### config.mk
export PLATFORM = sky130hd
export DESIGN_NAME = axa_undo_stack_flat
export DESIGN_NICKNAME = d
export VERILOG_FILES = /design/src/rtl/axa_undo_stack_if.sv /design/src/rtl/axa_undo_stack.sv /design/src/flat_wrapper.sv
export SDC_FILE = /design/constraint.sdc
export NUM_CORES = 1
export LEC_CHECK = 0
export ABC_AREA = 1
export CORE_MARGIN = 2
export CORE_UTILIZATION = 45
export CTS_BUF_LIST = sky130_fd_sc_hd__clkbuf_4 sky130_fd_sc_hd__clkbuf_8 sky130_fd_sc_hd__clkbuf_16
export CTS_CLUSTER_DIAMETER = 120
export CTS_CLUSTER_SIZE = 30
export DETAILED_ROUTE_END_ITERATION = 6
export DONT_BUFFER_PORTS = 1
export REMOVE_ABC_BUFFERS = 1
export SLEW_MARGIN = 10
export SYNTH_ARGS = -nofsm -noshare
export SYNTH_HDL_FRONTEND = slang
export SYNTH_SLANG_ARGS = --single-unit
### constraint.sdc
create_clock -name clk -period 3.55 [get_ports clk]
set_input_delay 0.71 -clock clk [delete_from_list [all_inputs] [get_ports clk]]
set_output_delay 0.71 -clock clk [all_outputs]
set_load 0.01 [all_outputs]
### src/rtl/axa_undo_stack_if.sv
// Request/response bundle for the undo stack: push/pop/peek requests in,
// registered read result plus occupancy and pulse flags out.
interface axa_undo_stack_if #(
  parameter int WIDTH = 16,
  parameter int PTRW  = 4
) ();
  logic             clr;
  logic             push;
  logic [WIDTH-1:0] push_data;
  logic             pop;
  logic             peek;
  logic [PTRW-1:0]  peek_off;
  logic             rd_valid;
  logic [WIDTH-1:0] rd_data;
  logic [PTRW-1:0]  usp;
  logic [PTRW:0]    count;
  logic             empty;
  logic             full;
  logic             overflow;
  logic             underflow;

  modport master (
    output clr, push, push_data, pop, peek, peek_off,
    input  rd_valid, rd_data, usp, count, empty, full, overflow, underflow
  );
  modport slave (
    input  clr, push, push_data, pop, peek, peek_off,
    output rd_valid, rd_data, usp, count, empty, full, overflow, underflow
  );
endinterface

### src/rtl/axa_undo_stack.sv
// Circular LIFO of values saved before destructive updates. Pushes overwrite
// the oldest entry when full; pop/peek read with one cycle of latency.
module axa_undo_stack #(
  parameter int WIDTH = 16,
  parameter int DEPTH = 16,
  parameter int PTRW  = 4
) (
  input logic              clk,
  input logic              reset,
  axa_undo_stack_if.slave  bus
);
  localparam logic [PTRW:0] CNT_MAX = (PTRW+1)'(DEPTH);

  logic [WIDTH-1:0] mem [DEPTH];
  logic [PTRW-1:0]  usp_q, usp_d, top, pidx, waddr;
  logic [PTRW:0]    cnt_q, cnt_d;
  logic [WIDTH-1:0] rdata_q, rdata_d;
  logic             rvld_q, ovf_q, udf_q;
  logic             rvld_d, ovf_d, udf_d;
  logic             is_empty, is_full;
  logic             pop_ok, pop_udf, peek_act, peek_ok, we;

  assign is_empty = (cnt_q == '0);
  assign is_full  = (cnt_q == CNT_MAX);
  assign top      = usp_q - 1'b1;
  assign pidx     = usp_q - bus.peek_off - 1'b1;

  always_comb begin
    pop_ok   = !bus.clr && bus.pop && !is_empty;
    pop_udf  = !bus.clr && bus.pop && is_empty;
    peek_act = !bus.clr && bus.peek && !bus.pop;
    peek_ok  = peek_act && ({1'b0, bus.peek_off} < cnt_q);
    we       = !bus.clr && bus.push;
    // A push paired with a live pop replaces the top entry in place.
    waddr    = pop_ok ? top : usp_q;

    usp_d   = usp_q;
    cnt_d   = cnt_q;
    rdata_d = rdata_q;
    rvld_d  = 1'b0;
    ovf_d   = 1'b0;
    udf_d   = 1'b0;

    if (bus.clr) begin
      usp_d = '0;
      cnt_d = '0;
    end else begin
      if (pop_ok) begin
        rdata_d = mem[top];
        rvld_d  = 1'b1;
        if (!bus.push) begin
          usp_d = usp_q - 1'b1;
          cnt_d = cnt_q - 1'b1;
        end
      end else if (peek_ok) begin
        rdata_d = mem[pidx];
        rvld_d  = 1'b1;
      end
      udf_d = pop_udf || (peek_act && !peek_ok);
      if (bus.push && !pop_ok) begin
        usp_d = usp_q + 1'b1;
        if (is_full) ovf_d = 1'b1;
        else         cnt_d = cnt_q + 1'b1;
      end
    end
  end

  always_ff @(posedge clk or negedge reset) begin
    if (!reset) begin
      usp_q   <= '0;
      cnt_q   <= '0;
      rdata_q <= '0;
      rvld_q  <= 1'b0;
      ovf_q   <= 1'b0;
      udf_q   <= 1'b0;
    end else begin
      usp_q   <= usp_d;
      cnt_q   <= cnt_d;
      rdata_q <= rdata_d;
      rvld_q  <= rvld_d;
      ovf_q   <= ovf_d;
      udf_q   <= udf_d;
    end
  end

  // Storage is deliberately not reset; validity is tracked by count alone.
  always_ff @(posedge clk) begin
    if (we) mem[waddr] <= bus.push_data;
  end

  assign bus.usp       = usp_q;
  assign bus.count     = cnt_q;
  assign bus.rd_data   = rdata_q;
  assign bus.rd_valid  = rvld_q;
  assign bus.overflow  = ovf_q;
  assign bus.underflow = udf_q;
  assign bus.empty     = is_empty;
  assign bus.full      = is_full;
endmodule

### src/flat_wrapper.sv
// flat-port wrapper written by rule: the top's interface ports become plain ports
module axa_undo_stack_flat 
#(
  parameter int WIDTH = 16,
  parameter int DEPTH = 16,
  parameter int PTRW  = 4
)
  (clk, reset, bus_clr, bus_push, bus_push_data, bus_pop, bus_peek, bus_peek_off, bus_rd_valid, bus_rd_data, bus_usp, bus_count, bus_empty, bus_full, bus_overflow, bus_underflow);
  axa_undo_stack_if #(.WIDTH(WIDTH), .PTRW(PTRW)) bus_i ();
  input logic clk;
  input logic reset;
  input wire logic [$bits(bus_i.clr)-1:0] bus_clr;
  input wire logic [$bits(bus_i.push)-1:0] bus_push;
  input wire logic [$bits(bus_i.push_data)-1:0] bus_push_data;
  input wire logic [$bits(bus_i.pop)-1:0] bus_pop;
  input wire logic [$bits(bus_i.peek)-1:0] bus_peek;
  input wire logic [$bits(bus_i.peek_off)-1:0] bus_peek_off;
  output wire logic [$bits(bus_i.rd_valid)-1:0] bus_rd_valid;
  output wire logic [$bits(bus_i.rd_data)-1:0] bus_rd_data;
  output wire logic [$bits(bus_i.usp)-1:0] bus_usp;
  output wire logic [$bits(bus_i.count)-1:0] bus_count;
  output wire logic [$bits(bus_i.empty)-1:0] bus_empty;
  output wire logic [$bits(bus_i.full)-1:0] bus_full;
  output wire logic [$bits(bus_i.overflow)-1:0] bus_overflow;
  output wire logic [$bits(bus_i.underflow)-1:0] bus_underflow;
  assign bus_i.clr = bus_clr;
  assign bus_i.push = bus_push;
  assign bus_i.push_data = bus_push_data;
  assign bus_i.pop = bus_pop;
  assign bus_i.peek = bus_peek;
  assign bus_i.peek_off = bus_peek_off;
  assign bus_rd_valid = bus_i.rd_valid;
  assign bus_rd_data = bus_i.rd_data;
  assign bus_usp = bus_i.usp;
  assign bus_count = bus_i.count;
  assign bus_empty = bus_i.empty;
  assign bus_full = bus_i.full;
  assign bus_overflow = bus_i.overflow;
  assign bus_underflow = bus_i.underflow;
  axa_undo_stack #(.WIDTH(WIDTH), .DEPTH(DEPTH), .PTRW(PTRW)) u_core (.clk(clk), .reset(reset), .bus(bus_i));
endmodule
==> impl_results.md, run 1 <==
* Number of flops mapped to enable cells by yosys at 256
* Final worst-path cycle share at 0.765
* CTS tree: done
* Async SR Flop Fraction at 0.0986
* Clock Tree Root: clkbuf_16
* Initial core utilization at 0.454
* Startpoint types: flip-flop
* IO Pins at 56
* Final #Nets at 1951
* Synthesized area at 15600 um2
* Vias in the first global route at 12200
* Site row count at 68
* Drt wl/cell at 19.9 um
* Layout area overhead at 7.04%
* Final estimated routing congestion in global placement at 0.847
* Clock-pin slew on the worst setup and hold paths at 120 ps
* Die Ht at 190 um
* Yosys top cell area share at 0.493
* Clk Latency, worst-skew pair at 500 ps
* Die width at 190 um
* Number of remaining DRC errors at 0
* First-iteration detailed-routing DRC count at 1515
* Maximum vdd drop at 0.000364 V
* Core region area at 34300 um2
* Drt first pass iters at 5
* Post-synth top area cell: edfxtp_1
* Slowest CP cell: dfrtp_1
* Fill cells at 3269
* PnR worst setup slack at 835 ps
* Antenna-violating nets left at 0
* Non-filler cells in the finished layout at 2375
* CP Cell Sequence: inv_1, ha_1, inv_1, nor3_4, nand2_4, nand2_8, inv_4, nor2_2, nor2_4, nor2_1, nand2_1, nor2_2, buf_4
* Top-count cell post-synth: nand2_1
* First-pass GRT wire length at 72100 um
* Largest net degree at the start of global routing at 134
* Worst Tran Pin Value at 1040 ps
* Final Slew Violations at 0
* CP max FO at 25
* Static leakage at 7.70 nW
* Seq cells post-synth at 284
* Critical path endpoint category: flip-flop
* Skew final at 17.5 ps
* DPL Wire Length at 26500 um
* CTS max path bufs at 3
* Worst path bufs/invs at 4
* Via density at 5.47
* Worst Hold Slack at 40.5 ps
* Cells after DPL at 2353
* Critical setup path kind: reg2reg
* Dpl ws at 840 ps
* CTS Buf Count at 13
* Min-delay worst type: in2async
* Final setup viols at 0
* Max incr delay on CP at 480 ps
* Total number of vias at 13000
* Pwr/cell area at 615 nW/um2
* Num Clock Sinks at 284
* GRT Total Usage at 0.263
* Initial antenna violation count at 1
* # H-tree levels at 1
* RSZ-0062 raised after global routing: no
* Dominant synthesized flop cell: edfxtp_1
* CP top delay family: simple AND/OR/NAND/NOR gates
* Final Util at 0.486
* Diode count at 0
* PortBufs at 0
* Largest cells by area after synthesis: edfxtp_1 (49%), nand2_1 (18%), nand3_1 (13%)
* Slew HR at 0.310
* Distinct cells, synth at 37
* Final hold violation count at 0
* Total of max-cap violations at 0
* Final Routed Wirelength at 47200 um
* Sequential share of the synthesized area at 0.538
* Avg Cell Area, Syn at 8.00 um2
* Status: finished clean
* Tmin final at 2710 ps
* Full die area at 36100 um2
* Syn. warnings at 0
* WP data required at 3740 ps
* Layout cells sized above 1 at 0.0719
* Most frequent cells after synthesis: nand2_1 (762), nand3_1 (411), inv_1 (278), edfxtp_1 (256), buf_2 (61)
* FMAX at 368 MHz
* Crit path arrival time at 2900 ps
* GRT Residual Overflow at 0
* Cell count after synthesis at 1946
[path summary, 6_finish.rpt]
check	startpoint	to	slack (ps)	cells past startpoint
setup / recovery	u_core.bus.count[0]	u_core.mem[2][6]	840	13
hold / removal	reset	u_core.bus.rd_data[14]	40	1
setup reg to reg	u_core.bus.count[0]	u_core.mem[2][6]	840	13
hold reg to reg	u_core.bus.rd_data[11]	u_core.bus.rd_data[11]	560	2
max in group asynchronous	reset	u_core.bus.usp[0]	3280	1
min in group clk	bus_clr	u_core.bus.overflow	270	1
[stage by stage]
step | cell area (um2) | total power, W | setup TNS (ps)
finish | 16700 | 0.0103 | 0
global route | 16700 | 0.0108 | 0
CTS | 16700 | 0.0102 | 0
detailed placement | 16300 | 0.00841 | 0
global placement | 16300 | 0.00839 | 0
floorplan | 15100 | 0.00682 | -910780
[worst reg2reg max path, stage by stage, from the launching register on]
cell and delay, ps:
dfrtp_1 480, inv_1 130, ha_1 150, inv_1 70, nor3_4 180, nand2_4 110
nand2_8 270, inv_4 60, nor2_2 170, nor2_4 60, nor2_1 80, nand2_1 150
nor2_2 160, buf_4 280
[layout by cell type, fill, tap and decap left out, types with 3 or more instances in the layout]
| master | n |
|---|---|
| nand2_1 | 762 |
| nand3_1 | 411 |
| inv_1 | 277 |
| edfxtp_1 | 256 |
| buf_4 | 53 |
| dfrtp_1 | 27 |
| nor2_2 | 19 |
| clkbuf_16 | 13 |
| inv_2 | 11 |
| nor2_1 | 8 |
| ha_1 | 8 |
| nand2_2 | 7 |
| a21oi_1 | 7 |
| o21ai_0 | 6 |
| buf_12 | 6 |
| xor2_1 | 5 |
| clkbuf_4 | 5 |
| o21ai_1 | 4 |
| nor3_1 | 3 |
| inv_4 | 3 |
| nand4_1 | 3 |
[report_power, final]
group / switching (W) / internal, W / leakage (nW)
clock network: 0.00107 / 0.000763 / 0.197
logic: 0.00308 / 0.00133 / 4.84
registers: 0.000193 / 0.00383 / 2.66
[cell families after synthesis]
kind of cell / synth area share
xor gates and xnor gates: 0.00763
DFF: 0.538
AOI/OAI and AO/OA: 0.00916
adders and majority gates: 0.00932
and+or+nand+nor: 0.333
buffers and inverters: 0.102
[registers in the layout, summed over array words and instances, names as in the netlist]
register / cells
u_core.mem: 256
u_core.bus.rd_data: 16
u_core.bus.count: 5
u_core.bus.usp: 4
u_core.bus.overflow: 1
u_core.bus.rd_valid: 1
u_core.bus.underflow: 1
[routing by layer]
metal	routed length, um	vias to the layer above	GRT usage	share of wire
met5	13	-	0	0.00028
li1	-	6111	-	-
met4	1630	2	0.0871	0.034
met3	4720	95	0.0387	0.10
met2	20900	658	0.418	0.44
met1	20000	6122	0.370	0.42
[layout make-up]
cell class | instances | area, um2 | share of cell area
Tap cell | 455 | 569 | 0.0341
Sequential cell | 284 | 8390 | 0.503
Inverter | 291 | 1100 | 0.0660
Clock buffer | 19 | 377 | 0.0226
Timing Repair Buffer | 59 | 518 | 0.0311
Clock inverter | 2 | 18.8 | 0.00113
Multi-Input combinational cell | 1265 | 5700 | 0.342
[timing repair]
item                                    CTS  global route
hold endpoints to repair                 28             0
resized for setup                         0             0
hold buffers                              1             0
setup buffers                             0             0
endpoints found under the setup margin    0             0
Note: power is estimated with default switching activity, not from simulation.
==> run 2: changes to the inputs <==
==> constraint.sdc (replaced) <==
create_clock -name clk -period 2.85 [get_ports clk]
set_input_delay 0.57 -clock clk [delete_from_list [all_inputs] [get_ports clk]]
set_output_delay 0.57 -clock clk [all_outputs]
set_load 0.01 [all_outputs]
==> run 2 against run 1 <==
Sequential power grew 24%; register-to-register slack got worse by 580 ps; non-clock buffer count increased by 7; die area stayed put; count of clock-buffer cells in the layout decreased by 1; wire length shrank 0.46%; setup slack worse by 580 ps; clock power up 28%; critical path type unchanged; highest routed layer is now met4.
==> impl_results.md, run 2 (same netlist as run 1, synthesis figures left out) <==
* Final #Nets at 1958
* Number of remaining DRC errors at 0
* Drt wl/cell at 19.7 um
* Most flops, register: u_core.mem
* Tmin final at 2590 ps
* PortBufs at 0
* Dpl ws at 251 ps
* Largest net degree at the start of global routing at 132
* Drt first pass iters at 6
* Fill cells at 3227
* Top layer in use: met4
* Clock-pin slew on the worst setup and hold paths at 120 ps
* # H-tree levels at 1
* Critical setup path kind: reg2reg
* Startpoint types: flip-flop
* Initial antenna violation count at 0
* CTS tree: done
* CTS resizes at 0
* Final Slew Violations at 0
* Num Clock Sinks at 284
* Placed instance area at 16400 um2
* Post-CTS Setup Inserts at 0
* First-pass GRT wire length at 72300 um
* Worst Tran Pin Value at 887 ps
* CTS Buf Count at 13
* Die Ht at 190 um
* Vias in the first global route at 12500
* Met1 Wirelength at 19700 um
* Total power at 0.0130 W
* CTS max path bufs at 3
* GRT Total Usage at 0.262
* Clock Tree Root: clkbuf_16
* WP data required at 3080 ps
* Diode count at 0
* Min-delay worst type: in2reg
* Antenna-violating nets left at 0
* Met2 routed WL at 21800 um
* FF-to-FF setup slack at 260 ps
* Layout cells sized above 1 at 0.0742
* Metal3 WL at 4140 um
* Maximum vdd drop at 0.000485 V
* Post-layout instance area at 16900 um2
* Full die area at 36100 um2
* IO Pins at 56
* Max reg flops at 256
* Core region area at 34300 um2
* Total number of vias at 13100
* DPL Wire Length at 28200 um
* Final Routed Wirelength at 47000 um
* Most common cell after layout, fill and taps aside: nand2_1
* Crit path arrival time at 2820 ps
* Layout area overhead at 8.28%
* Final Util at 0.492
* Slew HR at 0.408
* Final hold violation count at 0
* Die width at 190 um
* Clk Latency, worst-skew pair at 510 ps
* Static leakage at 7.78 nW
* Final setup viols at 0
* Via density at 5.51
* Site row count at 68
* Pwr/cell area at 770 nW/um2
* RSZ-0062 raised after global routing: no
* Cts hold-fix bufs at 2
* Critical path endpoint category: flip-flop
* Skew final at 31.0 ps
* Final worst-path cycle share at 0.909
* CP max FO at 14
* Final estimated routing congestion in global placement at 0.848
* FMAX at 386 MHz
* Total of max-cap violations at 0
* Most frequent cells in the layout: nand2_1 (762), nand3_1 (411), inv_1 (277)
* First-iteration detailed-routing DRC count at 1614
* Initial core utilization at 0.454
* Status: finished clean
* PnR worst setup slack at 260 ps
* GRT Residual Overflow at 0
[run 2: per-stage QoR]
step | cells | hold slack, ps | setup TNS [ps]
6_report | 2382 | 109 | 0
5_1_grt | 2382 | 99.9 | 0
4_1_cts | 2382 | 97.4 | 0
3_5_place_dp | 2359 | 276 | 0
3_3_place_gp | 2359 | 276 | 0
2_1_floorplan | 1840 | 274 | -1103980
[run 2: final cells by class]
type | count | area, um2 | share of cell area
sequential | 284 | 8390 | 0.498
inverter | 291 | 1100 | 0.0652
tap | 455 | 569 | 0.0338
clock inverter | 3 | 45.0 | 0.00267
multi-input combinational | 1265 | 5700 | 0.338
timing repair buffer | 66 | 698 | 0.0414
clock buffer | 18 | 363 | 0.0215
[run 2: worst max-delay path: stages, from the launching register on]
cell	delay, ps
dfrtp_1	480
inv_1	140
ha_1	150
inv_1	70
nor3_4	160
nand2_4	110
nand2_8	170
inv_4	40
nor2_2	160
nor2_4	60
nor2_1	80
nand2_1	140
nor2_2	300
buf_4	250
[run 2: final timing paths]
check / start / end / cells past startpoint
max reg2reg: u_core.bus.count[1] / u_core.mem[2][2] / 13
max: u_core.bus.count[1] / u_core.mem[2][2] / 13
max in group asynchronous: reset / u_core.bus.usp[0] / 2
min reg2reg: u_core.bus.rd_data[5] / u_core.bus.rd_data[5] / 2
min in group asynchronous: reset / u_core.bus.rd_data[1] / 2
min: bus_clr / u_core.bus.overflow / 1
[run 2: per-layer routing]
layer,global-route usage,vias up
met2,0.421,637
li1,-,6131
met1,0.369,6256
met3,0.0352,97
met4,0.0856,0
met5,0,-
[run 2: report_power, final]
group	switching (W)	internal [W]	total, W
Clock	0.00133	0.00101	0.00234
Sequential	0.000229	0.00477	0.00500
Combinational	0.00386	0.00178	0.00564
==> run 3: changes to the inputs <==
--- a/config.mk
+++ b/config.mk
@@ -7,7 +7,7 @@
 export LEC_CHECK = 0
 export ABC_AREA = 1
 export CORE_MARGIN = 2
-export CORE_UTILIZATION = 45
+export CORE_UTILIZATION = 40
 export CTS_BUF_LIST = sky130_fd_sc_hd__clkbuf_4 sky130_fd_sc_hd__clkbuf_8 sky130_fd_sc_hd__clkbuf_16
 export CTS_CLUSTER_DIAMETER = 120
 export CTS_CLUSTER_SIZE = 30
==> run 3 against run 2 <==
Utilization shrank 5.4 points; wire length grew 3.0%; total power shrank 0.47%; hold slack gained 11 ps.
==> impl_results.md, run 3 (same netlist as run 1, synthesis figures left out) <==
* Initial core utilization at 0.404
* Max incr delay on CP at 530 ps
* Pwr/cell area at 765 nW/um2
* # H-tree levels at 1
* GRT Residual Overflow at 0
* FMAX at 372 MHz
* Non-filler cells in the finished layout at 2446
* CTS max path bufs at 3
* Diode count at 0
* CTS Buf Count at 13
* Core region area at 38600 um2
* TNS Setup at 0 ps
* Skew final at 19.9 ps
* Reg power frac at 0.386
* Final worst-path cycle share at 0.944
* Die Ht at 201 um
* Critical setup path kind: reg2reg
* Drt first pass iters at 6
* Most common cell after layout, fill and taps aside: nand2_1
* Most flops, register: u_core.mem
* Clk Latency, worst-skew pair at 510 ps
* Maximum vdd drop at 0.000516 V
* Layout area overhead at 8.43%
* Total of max-cap violations at 0
* FF-to-FF setup slack at 160 ps
* PortBufs at 0
* Largest net degree at the start of global routing at 73
* Crit path arrival time at 2880 ps
* Final setup viols at 0
* Via density at 5.37
* Cells after DPL at 2422
* Startpoint types: flip-flop
* Final Routed Wirelength at 48400 um
* Tmin final at 2690 ps
* Max reg flops at 256
* GRT Total Usage at 0.238
* Placed instance area at 16500 um2
* RSZ-0062 raised after global routing: no
* Clock Tree Root: clkbuf_16
* CP top delay family: buffers and inverters
* Site row count at 72
* Sw Share at 0.425
* Post-CTS Setup Inserts at 0
* Min-delay worst type: in2reg
* Antenna-violating nets left at 0
* CP Cell Sequence: inv_4, buf_4, nand4_1, nand2_2, inv_2, o21ai_2, nand3_2, nor2_2, buf_4
* IO Pins at 56
* Combinational cell fraction of total power at 0.437
* Sw Pwr at 0.00549 W
* PnR worst setup slack at 159 ps
* CP max FO at 51
* Clock-pin slew on the worst setup and hold paths at 120 ps
* Worst path bufs/invs at 4
* Final estimated routing congestion in global placement at 0.851
* Dpl ws at 138 ps
* Clk network pwr share at 0.177
* First-pass GRT wire length at 74500 um
* CTS tree: done
* Num Clock Sinks at 284
* Drt wl/cell at 19.8 um
* Final #Nets at 1959
* Multi-input gate area at 5710 um2
* FF+latch area at 8390 um2
* Worst Tran Pin Value at 1250 ps
* CTS resizes at 0
* Internal power at 0.00743 W
* Fill cells at 3815
* Slowest CP cell: dfrtp_4
* Critical path endpoint category: flip-flop
* Layout cells sized above 1 at 0.0752
* Post-layout instance area at 16900 um2
* Status: finished clean
* Final Slew Violations at 0
* Slew HR at 0.165
* Total number of vias at 13100
* Initial antenna violation count at 0
* Most used cell, CP: buf_4
* Vias in the first global route at 12900
* Number of remaining DRC errors at 0
* DPL Wire Length at 28000 um
* First-iteration detailed-routing DRC count at 1483
* Die width at 201 um
* WP data required at 3040 ps
* Full die area at 40500 um2
* Total power at 0.0129 W
* Most frequent cells in the layout: nand2_1 (762), nand3_1 (411), inv_1 (277)
* Final hold violation count at 0
* Static leakage at 7.77 nW
## run 3: final timing paths
check | start | to | cells past startpoint
max in group asynchronous | reset | u_core.bus.usp[0] | 2
min in group asynchronous | reset | u_core.bus.rd_data[2] | 2
min | bus_clr | u_core.bus.overflow | 1
min reg2reg | u_core.bus.rd_data[0] | u_core.bus.rd_data[0] | 2
max reg2reg | u_core.bus.usp[0] | u_core.mem[13][2] | 9
max | u_core.bus.usp[0] | u_core.mem[13][2] | 9
## run 3: stage by stage
| step | hold slack [ps] | utilization |
|---|---|---|
| 2_1_floorplan | 274 | - |
| 3_3_place_gp | 275 | 0.427 |
| 3_5_place_dp | 275 | 0.427 |
| 4_1_cts | 112 | 0.438 |
| 5_1_grt | 111 | 0.438 |
| 6_report | 119 | 0.438 |
## run 3: cell type report
type | instances | area share
Clock buffer | 19 | 0.0219
Clock inverter | 2 | 0.00119
Inverter | 291 | 0.0651
Multi-Input combinational cell | 1266 | 0.338
Sequential cell | 284 | 0.497
Tap cell | 518 | 0.0384
Timing Repair Buffer | 66 | 0.0384
## run 3: power by group through the flow
stage	Combinational, W	Clock [W]	Sequential, W
after global placement	0.00546	0	0.00509
after floorplan	0.00341	0	0.00508
final	0.00565	0.00228	0.00499
after global routing	0.00618	0.00243	0.00502
after detailed placement	0.00550	0	0.00509
after CTS	0.00555	0.00229	0.00500
## run 3: what timing repair did
action                                 4_1_cts  5_1_grt
setup endpoints to repair                    0        5
endpoints found under the hold margin       28        0
hold buffers                                 2        0
## run 3: layer usage
metal	routed length (um)	global-route usage	vias up
li1	-	-	6140
met1	20200	0.321	6219
met2	21800	0.384	644
met3	4450	0.0358	122
met4	1920	0.101	0
met5	0	0	-
